## config.mk

```make
export PLATFORM = sky130hd
export DESIGN_NAME = tdc_readout
export DESIGN_NICKNAME = d
export VERILOG_FILES = /design/src/rtl/tdc_readout.sv
export SDC_FILE = /design/constraint.sdc
export NUM_CORES = 1
export LEC_CHECK = 0
export ABC_AREA = 1
export CAP_MARGIN = 20
export CORE_MARGIN = 4
export CORE_UTILIZATION = 45
export CTS_CLUSTER_SIZE = 40
export DETAILED_ROUTE_END_ITERATION = 10
export PLACE_DENSITY = 0.66
export SYNTH_ARGS = -nofsm -noshare
export SYNTH_HDL_FRONTEND = slang
export SYNTH_SLANG_ARGS = --single-unit
```

## constraint.sdc

```tcl
create_clock -name clk -period 49.3 [get_ports clk]
set_clock_uncertainty 0.15 [all_clocks]
set_input_delay 14.79 -clock clk [delete_from_list [all_inputs] [get_ports clk]]
set_output_delay 14.79 -clock clk [all_outputs]
set_load 0.05 [all_outputs]
```

## src/rtl/tdc_readout.sv

```systemverilog
// Delay-line TDC readout: launches 2^LOG2_SAMPLES measurements, decodes the thermometer
// word, accumulates and averages. Define TDC_BUBBLE_FIX_EN to add a 3-tap majority bubble filter.
module tdc_readout #(
    parameter int N_DELAY      = 32,
    parameter int LOG2_SAMPLES = 4,
    parameter int SETTLE_CYC   = 2,
    localparam int CW          = $clog2(N_DELAY + 1),
    localparam int SW          = CW + LOG2_SAMPLES
) (
    input  logic               clk,
    input  logic               rst,
    input  logic               trig,
    output logic               start,
    input  logic [N_DELAY-1:0] time_count,
    output logic               busy,
    output logic               res_valid,
    input  logic               res_ready,
    output logic [CW-1:0]      res_avg,
    output logic [SW-1:0]      res_sum,
    output logic               res_sat
);

    localparam int SMP_W = LOG2_SAMPLES + 1;
    localparam logic [SMP_W-1:0] SMP_LAST = SMP_W'((1 << LOG2_SAMPLES) - 1);
    localparam logic [3:0]       SET_LAST = 4'(SETTLE_CYC - 1);

    typedef enum logic [2:0] {IDLE, LAUNCH, SETTLE, SAMPLE, DONE} state_t;

    state_t             state_q, state_d;
    logic [SW-1:0]      acc_q, acc_d;
    logic [SMP_W-1:0]   smp_q, smp_d;
    logic [3:0]         set_q, set_d;
    logic               sat_q, sat_d;
    logic               start_q, start_d;
    logic               busy_q, busy_d;
    logic               vld_q, vld_d;
    logic [SW-1:0]      sum_q, sum_d;
    logic [CW-1:0]      avg_q, avg_d;
    logic               rsat_q, rsat_d;
    logic [N_DELAY-1:0] tap_word;
    logic [CW-1:0]      tap_cnt;

    // Leading run of ones from the earliest tap; anything past the first zero is ignored.
    function automatic logic [CW-1:0] therm_count(input logic [N_DELAY-1:0] w);
        logic [CW-1:0] n;
        logic          run;
        n   = '0;
        run = 1'b1;
        for (int i = 0; i < N_DELAY; i++) begin
            if (run && w[i]) n = n + CW'(1);
            else             run = 1'b0;
        end
        return n;
    endfunction

`ifdef TDC_BUBBLE_FIX_EN
    // Edges behave as a virtual 1 below tap 0 and a virtual 0 above the last tap.
    function automatic logic [N_DELAY-1:0] bubble_fix(input logic [N_DELAY-1:0] w);
        logic [N_DELAY+1:0] e;
        logic [N_DELAY-1:0] f;
        e = {1'b0, w, 1'b1};
        for (int i = 0; i < N_DELAY; i++)
            f[i] = (e[i] & e[i+1]) | (e[i] & e[i+2]) | (e[i+1] & e[i+2]);
        return f;
    endfunction

    assign tap_word = bubble_fix(time_count);
`else
    assign tap_word = time_count;
`endif

    assign tap_cnt = therm_count(tap_word);

    always_comb begin
        state_d = state_q;
        acc_d   = acc_q;
        smp_d   = smp_q;
        set_d   = set_q;
        sat_d   = sat_q;
        vld_d   = vld_q;
        sum_d   = sum_q;
        avg_d   = avg_q;
        rsat_d  = rsat_q;
        case (state_q)
            IDLE: begin
                if (trig) begin
                    state_d = LAUNCH;
                    acc_d   = '0;
                    smp_d   = '0;
                    sat_d   = 1'b0;
                end
            end
            LAUNCH: begin
                state_d = SETTLE;
                set_d   = '0;
            end
            SETTLE: begin
                if (set_q == SET_LAST) state_d = SAMPLE;
                else                   set_d   = set_q + 4'd1;
            end
            SAMPLE: begin
                acc_d = acc_q + SW'(tap_cnt);
                smp_d = smp_q + SMP_W'(1);
                if (tap_cnt == CW'(N_DELAY)) sat_d = 1'b1;
                state_d = (smp_q == SMP_LAST) ? DONE : LAUNCH;
            end
            DONE: begin
                // First DONE cycle publishes the result; later cycles wait for the handshake.
                if (!vld_q) begin
                    vld_d  = 1'b1;
                    sum_d  = acc_q;
                    avg_d  = CW'(acc_q >> LOG2_SAMPLES);
                    rsat_d = sat_q;
                end else if (res_ready) begin
                    vld_d   = 1'b0;
                    state_d = IDLE;
                end
            end
            default: state_d = IDLE;
        endcase
        start_d = (state_d == LAUNCH);
        busy_d  = (state_d != IDLE);
    end

    always_ff @(posedge clk) begin
        if (rst) begin
            state_q <= IDLE;
            acc_q   <= '0;
            smp_q   <= '0;
            set_q   <= '0;
            sat_q   <= 1'b0;
            start_q <= 1'b0;
            busy_q  <= 1'b0;
            vld_q   <= 1'b0;
            sum_q   <= '0;
            avg_q   <= '0;
            rsat_q  <= 1'b0;
        end else begin
            state_q <= state_d;
            acc_q   <= acc_d;
            smp_q   <= smp_d;
            set_q   <= set_d;
            sat_q   <= sat_d;
            start_q <= start_d;
            busy_q  <= busy_d;
            vld_q   <= vld_d;
            sum_q   <= sum_d;
            avg_q   <= avg_d;
            rsat_q  <= rsat_d;
        end
    end

    assign start     = start_q;
    assign busy      = busy_q;
    assign res_valid = vld_q;
    assign res_sum   = sum_q;
    assign res_avg   = avg_q;
    assign res_sat   = rsat_q;

endmodule

```

Yosys cells after proc, flatten, opt, wreduce, memory -nomap -nowiden --
Cells that the tools add are included.
Storage, ports and cells: register bits 43, output and inout port bits 20, bits of input ports 36, word-level logic and storage cells 176
Cells by class: add/subtract/negate cells 34, mux-type cells 80, reductions and logical operators 39, bitwise operators 1, equality and inequality tests 11
Operators with widths (number):
- $add 6x1->6 const B | 30
- $mux 6 | 30
- $mux 1 | 36
- $logic_and 1x1->1 | 31
- $pmux 10 s2 | 1
- $mux 3 | 5
- $pmux 3 s5 | 1
- $add 10x6->10 | 1
- $mux 10 | 1
- $pmux 5 s2 | 1
- $pmux 4 s2 | 1
- $eq 3x1->1 const B | 2
- $eq 3x2->1 const B | 2
- $eq 6x6->1 const B | 1
- $ne 2x2->1 const B | 3
- $reduce_and 2->1 | 3
- $add 5x1->5 const B | 1
- $eq 5x4->1 const B | 1
- $mux 5 | 1
- $add 4x1->4 const B | 1
- $eq 4x1->1 const B | 1
- $mux 4 | 1
- $reduce_bool 2->1 | 2
- $eq 3x3->1 const B | 1
- other kinds (7) | 7

Depth between registers and ports, before layout --
word-level depth 66, depth in mapped cells 114, depth with buffers taken out 114

Least setup slack after synthesis --
OpenSTA, ideal clock, no wires.
path kind input-to-reg, from input time_count[0], to register acc_q[8], library setup time 0.091 ns, stages on the path 108, arrival time 29.830 ns, required time 49.059 ns, slack 19.229 ns, path buffers 0, path through nand2_2 > inv_1 > ha_1 > nor2_1 > nor2_1 > ha_1 > nand4_1 > nand3_1 > ha_1 > inv_1 > o21ai_0 > ha_1 > mux2_2 > ha_1 > inv_1 > o21ai_0 > ha_1 > nand2_1 > (+72 left out) > nand2_1 > ha_1 > inv_1 > nand2_1 > and2_1 > ha_1 > nand2_1 > nand2_1 > inv_1 > fa_1 > nor2_1 > a211oi_1 > or2_2 > o21ai_0 > nand2_1 > nor2_1 > a22oi_1 > a311oi_1
Between the ends: cells in the longest elaborated chain, start to end 65, elaborated cells on any way between the ends 127, those cells by class add/sub: 32; mux: 64; reduce/logical: 31
RTL lines:
- start, declared | RTL line 14 | input logic [N_DELAY-1:0] time_count,
- $mux 1 | RTL line 50 | if (run && w[i]) n = n + CW'(1);
- $add 1x1->2 / $logic_and 1x1->1 (equally long branches) | RTL line 50
- $mux 2 / $mux 1 (equally long branches) | RTL line 50
- $add 6x1->6 / $logic_and 1x1->1 (equally long branches) | RTL line 50
- $mux 6 / $mux 1 (equally long branches) | RTL line 50
- $add 6x1->6 / $logic_and 1x1->1 (equally long branches) | RTL line 50
- $mux 6 / $mux 1 (equally long branches) | RTL line 50
- $add 6x1->6 / $logic_and 1x1->1 (equally long branches) | RTL line 50
- (+49 left out)
- $add 6x1->6 / $logic_and 1x1->1 (equally long branches) | RTL line 50
- $mux 6 / $mux 1 (equally long branches) | RTL line 50
- $add 6x1->6 / $logic_and 1x1->1 (equally long branches) | RTL line 50
- $mux 6 / $mux 1 (equally long branches) | RTL line 50
- $add 6x1->6 / $logic_and 1x1->1 (equally long branches) | RTL line 50
- $mux 6 (*) | RTL line 50
- $add 10x6->10 (*) | RTL line 102 | acc_d = acc_q + SW'(tap_cnt);
- $pmux 10 s2 (*) | RTL line 84 | case (state_q)
- end signal, assigned | RTL line 128 | acc_q <= '0;
- end signal, assigned | RTL line 140 | acc_q <= acc_d;
- end, declared | RTL line 30 | logic [SW-1:0] acc_q, acc_d;
Every way passes the cells marked *; elsewhere a longest branch is shown, timed or not. A chain may end at the register's enable or synchronous reset.

Worst setup path in the final report --
from input time_count[0], to register acc_q[9]
Same word-level chain as after synthesis.

==> results.py <==
metrics = {
    "setup_path": {
        "path_common_cell": "nand2_1",
        "r2r_start": "acc_q[0]$_SDFFE_PP0P_",
        "crit_type": "in -> reg",
        "critPathCaptureType": "flop",
        "cp_data_arrival_time_ps": 31220,
        "critPathCapture": "acc_q[9]$_SDFFE_PP0P_",
        "critPathMaxStageDelay_ps": 490,
        "startpoint": "time_count[0]",
        "worstPathMaxFanout": 4,
        "cp.required_ps": 49340,
        "r2r_slack_ps": 46930,
        "rr_endpoint": "acc_q[8]$_SDFFE_PP0P_",
        "crit_path_top_delay_cell": "clkdlybuf4s50_1",
        "reg2reg_depth": 11,
        "start_kind": "primary input",
    },
    "logic_synthesis": {
        "syn_inst": 942,
        "synth.most_common_cell": "nand2_1",
        "synth.distinct_cells": 37,
        "ys_seq_area_share_pct": 13.8,
        "syn_nets": 1019,
        "ys.flop_type": "dfxtp_1",
        "ys_seq_elements": 37,
        "yosys-top-cells-area": "nand2_1 (19%), dfxtp_1 (14%), inv_1 (11%)",
        "synth_commonest_cells": "nand2_1 (275), inv_1 (152), nand3_1 (95), nor2_1 (72), nand2_2 (41)",
        "yosys.area.top_type": "nand2_1",
        "syn_area_sq_mm": 0.00538,
        "synth-edff-count": 0,
        "ys.warnings.count": 0,
        "async_flop_share_pct": 0,
        "synth_top_area_share_pct": 19.2,
        "avgSynthCellArea_sq_um": 5.71,
    },
    "timing": {
        "hold_viol": 0,
        "rsz0062_at_grt": "no",
        "period_needed_ps": 31180,
        "final-setup-viol-count": 0,
        "tns_ps": 0,
        "setup_slack_ps": 18120,
        "fmax_mhz": 32.1,
        "period_share_pct": 63.3,
        "relSlewSlack_pct": 53.4,
        "worst-slew-pin-transition_ps": 696,
        "drv_slew": 0,
    },
    "pwr": {
        "power_density_mw_per_mm2": 13.5,
        "cellLeakagePower_nw": 3.36,
        "peakVddDrop_v": 0.0000121,
        "power.share.sequential_pct": 36.3,
        "p_sw_share_pct": 26.0,
        "power_frac_comb_pct": 19.5,
        "p_int_uw": 62.4,
        "p_clk_share_pct": 44.1,
        "power_switching_uw": 21.9,
    },
    "placement": {
        "placed_area_sq_mm": 0.00606,
        "dp.cells": 1130,
        "port_buffers": 55,
        "dp_slack_ps": 17820,
        "dp_hpwl_um": 8350,
        "place.gp.congestion": 0.820,
    },
    "global_route": {
        "grt_usage_pct": 14.2,
        "grt_pass1_vias": 4603,
        "antenna_found_initial": 0,
        "grt_first_pass_wirelength_um": 17800,
        "grt_max_degree": 33,
        "grt-ovfl-total": 0,
    },
    "cts": {
        "cts_buffers": 5,
        "clk_path_buf_depth": 2,
        "cts_hold_buf": 0,
        "worstSkewPairLatency_ps": 280,
        "cts_tree": "yes",
        "cts_setup_buffers": 0,
        "clock-sinks": 37,
        "root_buffer": "clkbuf_16",
        "path_clk_slew_ps": 60,
        "cts_resized": 0,
        "cts-htree-levels": 2,
    },
    "routing": {
        "wl_um": 9780,
        "drcViolationCount": 0,
        "vias": 5256,
        "ant_nets": 0,
        "wire_per_inst_um": 8.59,
        "via_per_inst": 4.62,
        "drtPass1Iterations": 4,
        "drt_iter0_markers": 204,
    },
    "status": {
        "status": "finished, final reports clean",
    },
    "finish": {
        "syn_to_final_growth_pct": 15.9,
        "fin_cells": 1138,
        "drive_gt1_share_pct": 15.0,
        "stdcell_area_sq_mm": 0.00624,
        "diodes": 0,
        "num-nets-final": 1071,
    },
    "floorplanning": {
        "die_x_um": 117,
        "start_util_pct": 46.5,
        "die_h_um": 117,
        "ios": 56,
        "core_sq_mm": 0.0116,
        "row_count": 39,
        "die-area_sq_mm": 0.0138,
    },
    "hold_path": {
        "hold_depth": 2,
        "hold_path.class": "reg -> reg",
    },
    "job": {
        "maxCapViolCount": 0,
    },
}
[power by group through the flow]
stage / Clock (mW) / Combinational, mW / Sequential [mW]
final: 0.0372 / 0.0165 / 0.0306
after global placement: 0 / 0.0165 / 0.0313
after detailed placement: 0 / 0.0166 / 0.0313
after CTS: 0.0382 / 0.0167 / 0.0306
after global routing: 0.0392 / 0.0192 / 0.0307
after floorplan: 0 / 0.0103 / 0.0318
[layer usage]
| metal | GRT usage (%) | share of wire [%] | up-vias |
|---|---|---|---|
| met1 | 18.2 | 52 | 2167 |
| met3 | 1.83 | 2.7 | 6 |
| met5 | 0 | 0 | - |
| met4 | 3.67 | 0.87 | 0 |
| li1 | - | - | 3036 |
| met2 | 25.3 | 45 | 47 |
[critical path, delay by kind of cell]
family          cells  cell delay [ps]
compound gates     10             1540
simple gates       54             4960
mux                 1              270
buf+inv            20             1480
fa+ha+maj          29             8160
[cell type report]
class	count	area, sq um
multi-input cells	699	3840
inverters	193	729
repair buffers	58	573
clock buffers	6	139
clock inverters	2	37.5
well taps	143	179
fillers	1219	5330
flip-flops and latches	37	741
[registers in the layout (all words and copies together) (netlist names)]
name	count
acc_q	10
sat_q	1
start	1
smp_q	5
res_sum	10
state_q	3
res_valid	1
busy	1
set_q	4
res_sat	1
[cells by family (layout without fill, tap and decap cells)]
logic type,after synthesis,in the layout,share of synthesized area (%)
xor gates and xnor gates,20,20,3.26
DFF,37,37,13.8
AOI/OAI and AO/OA,65,65,6.77
adders and majority gates,41,41,9.67
buffers and inverters,206,259,14.9
and+or+nand+nor,572,572,51.4
muxes,1,1,0.209
[per-stage QoR]
| stage | utilization, % | power [mW] | hold slack (ps) |
|---|---|---|---|
| global route | 53.9 | 0.0891 | 333 |
| CTS | 53.9 | 0.0855 | 312 |
| detailed placement | 52.4 | 0.0479 | 303 |
| finish | 53.9 | 0.0843 | 310 |
| global placement | 52.4 | 0.0477 | 300 |
| floorplan | - | 0.0421 | 289 |
[placed cells by master (no fill, tap or decap), drive strengths merged, types with 2 or more instances in the layout]
cell type | netlist | final
o22ai | 2 | 2
a22oi | 2 | 2
clkinv | 6 | 6
dfxtp | 37 | 37
a31oi | 2 | 2
a211oi | 3 | 3
xnor2 | 4 | 4
a21oi | 36 | 36
buf | 6 | 3
clkdlybuf4s50 | 0 | 55
and2 | 5 | 5
nand2 | 319 | 319
or2 | 4 | 4
xor2 | 16 | 16
inv | 187 | 187
nor2 | 93 | 93
ha | 40 | 40
clkbuf | 7 | 6
nand3b | 2 | 2
nand3 | 121 | 121
o21ai | 16 | 16
nor3 | 8 | 8
nand4 | 19 | 19
a311oi | 2 | 2
[how the worst min path moves through the flow]
| stage | startpoint | endpoint | slack [ps] |
|---|---|---|---|
| floorplan | sat_q$_SDFFE_PP0P_ | sat_q$_SDFFE_PP0P_ | 290 |
| global placement | res_sum[3]$_SDFFE_PP0P_ | res_sum[3]$_SDFFE_PP0P_ | 300 |
| detailed placement | res_sum[2]$_SDFFE_PP0P_ | res_sum[2]$_SDFFE_PP0P_ | 300 |
| CTS | res_sum[2]$_SDFFE_PP0P_ | res_sum[2]$_SDFFE_PP0P_ | 310 |
| global route | res_sat$_SDFFE_PP0P_ | res_sat$_SDFFE_PP0P_ | 330 |
| finish | res_sum[2]$_SDFFE_PP0P_ | res_sum[2]$_SDFFE_PP0P_ | 310 |
(Power assumes the default switching activity.)
==> edit: new RTL, same settings <==
`sum_q` no longer has a reset.
--- a/src/rtl/tdc_readout.sv
+++ b/src/rtl/tdc_readout.sv
@@ -132,7 +132,6 @@
             start_q <= 1'b0;
             busy_q  <= 1'b0;
             vld_q   <= 1'b0;
-            sum_q   <= '0;
             avg_q   <= '0;
             rsat_q  <= 1'b0;
         end else begin
@@ -144,10 +143,13 @@
             start_q <= start_d;
             busy_q  <= busy_d;
             vld_q   <= vld_d;
-            sum_q   <= sum_d;
             avg_q   <= avg_d;
             rsat_q  <= rsat_d;
         end
+    end
+
+    always_ff @(posedge clk) begin
+        sum_q <= sum_d;
     end
 
     assign start     = start_q;
Function: same outputs for any inputs over 10 cycles, from zero or initial values and one cycle with rst high; that may be too few to reach the edited logic, so the function may still have changed.
==> edit against the unedited design <==
Via count shrank 2.5%. Clock power fell by 6.2%. Count of clock-buffer cells in the layout unchanged. Synthesized area down 0.35%. Maximum frequency down 4.0%. Routed wire length shrank 3.5%. First-iteration DRC count rose by 1.5%. Sequential power increased by 20%. Worst setup slack lost 1.3 ns. Sequential share of layout area is 3.5 points higher. Sequential cell count rose by 6. Total power grew 4.0%. Cell area is 0.18% higher. Global-route usage hardly changed.
==> edit: results <==
group,metric,value,unit
outcome,status,"finished clean",
pwr,p_comb_share,18.4,%
cells_and_area,area_growth,16.5,%
routing,first_pass_iters,4,
placement,placedInstanceArea,0.00608,mm²
worst_setup_path,max_stage_delay,0.49,ns
global_route,globalRouteTotalUtil,14.2,%
logic_synthesis,syn_area_per_cell,5.88,µm²
pwr,leakage,3.47,nW
cells_and_area,drive_gt1_share,13.4,%
pwr,p_int,65.0,µW
logic_synthesis,yosys.area_share.adder,9.71,%
logic_synthesis,ys_top_cells_by_area,"nand2_1, dfxtp_1, inv_1",
routing,drt-total-wl,9430,µm
logic_synthesis,muxShareOfSynthArea,0.187,%
cells_and_area,nets,1047,
logic_synthesis,synthTopCellsByCount,"nand2_1, inv_1, nor2_1",
worst_setup_path,critPathMaxFanout,3,
clocking,clockBufferDepth,2,
placement,gp_congestion,0.813,
logic_synthesis,synth_compound_area_share,6.44,%
clocking,htreeDepth,2,
placement,port_buffers,55,
logic_synthesis,synthXorXnorAreaFrac,3.59,%
logic_synthesis,synth_edf_count,10,
global_route,grt_first_pass_wirelength,17100,µm
pwr,ir_worst_vdd,14.0,µV
global_route,grt_pass1_vias,4374,
clocking,clk_latency,0.28,ns
cells_and_area,instances_no_fill,1114,
pwr,p_per_area,14.0,mW/mm²
pwr,powerClk,34.9,µW
cells_and_area,fillers,1201,
logic_synthesis,yosysUniqueCellTypes,41,
clocking,root_buffer,"clkbuf_16",
sta,worst_slew_pin_slew,0.817,ns
routing,vias,5123,
routing,drtIter0Drc,207,
worst_setup_path,worstPathArrival,32.54,ns
clocking,cts_setup_buffers,0,
worst_hold_path,hold_class,"reg -> reg",
logic_synthesis,synth_seq_area_share,17.9,%
placement,pre_cts_slack,16.47,ns
placement,hpwlAfterDp,8020,µm
logic_synthesis,yosys_warnings,0,
logic_synthesis,synthesis.nets,989,
global_route,grt_start_max_net_pins,21,
==> edit: cell count changes after synthesis, sizes merged, moves of 4 or more <==
cell / change
buf: -4
dfxtp: -4
edfxtp: +10
clkinv: -4
a21oi: -12
or2: +8
nand2: -37
o21ai: +5
nor2: +18
clkbuf: -4
nand3: -10
==> edit: worst paths after layout <==
check	to	slack (ns)	cells past startpoint	start
max reg2reg	acc_q[8]$_SDFFE_PP0P_	46.87	11	acc_q[0]$_SDFFE_PP0P_
min reg2reg	res_sum[0]$_DFFE_PP_	0.32	0	acc_q[0]$_SDFFE_PP0P_
min	res_sum[0]$_DFFE_PP_	0.32	0	acc_q[0]$_SDFFE_PP0P_
max	acc_q[9]$_SDFFE_PP0P_	16.80	109	time_count[0]
==> edit: kinds of logic after synthesis <==
kind of cell | after synthesis
fa+ha+maj | 41
buf+inv | 197
flops | 43
simple gates | 547
compound gates | 61
xor+xnor | 22
mux | 1
==> edit: worst max-delay path: cells and delay by family <==
kind	cells	cell delay (ns)
buffers and inverters	17	1.32
adder cells (fa/ha/maj)	29	8.13
AO/OA/AOI/OAI	11	1.81
multiplexers	1	0.13
AND/OR/NAND/NOR	51	6.34
==> edit: final cells by class <==
type | instances | area share, %
well taps | 143 | 2.86
inverters | 192 | 11.6
flip-flops and latches | 43 | 15.4
clock buffers | 6 | 2.40
multi-input cells | 672 | 58.7
clock inverters | 2 | 0.220
repair buffers | 56 | 8.93
==> edit: per-layer routing <==
| layer | track usage [%] | wire (µm) |
|---|---|---|
| met1 | 19.5 | 5020 |
| met2 | 24.4 | 4080 |
| met3 | 1.59 | 281 |
| met4 | 2.29 | 54 |
| met5 | 0 | 0 |
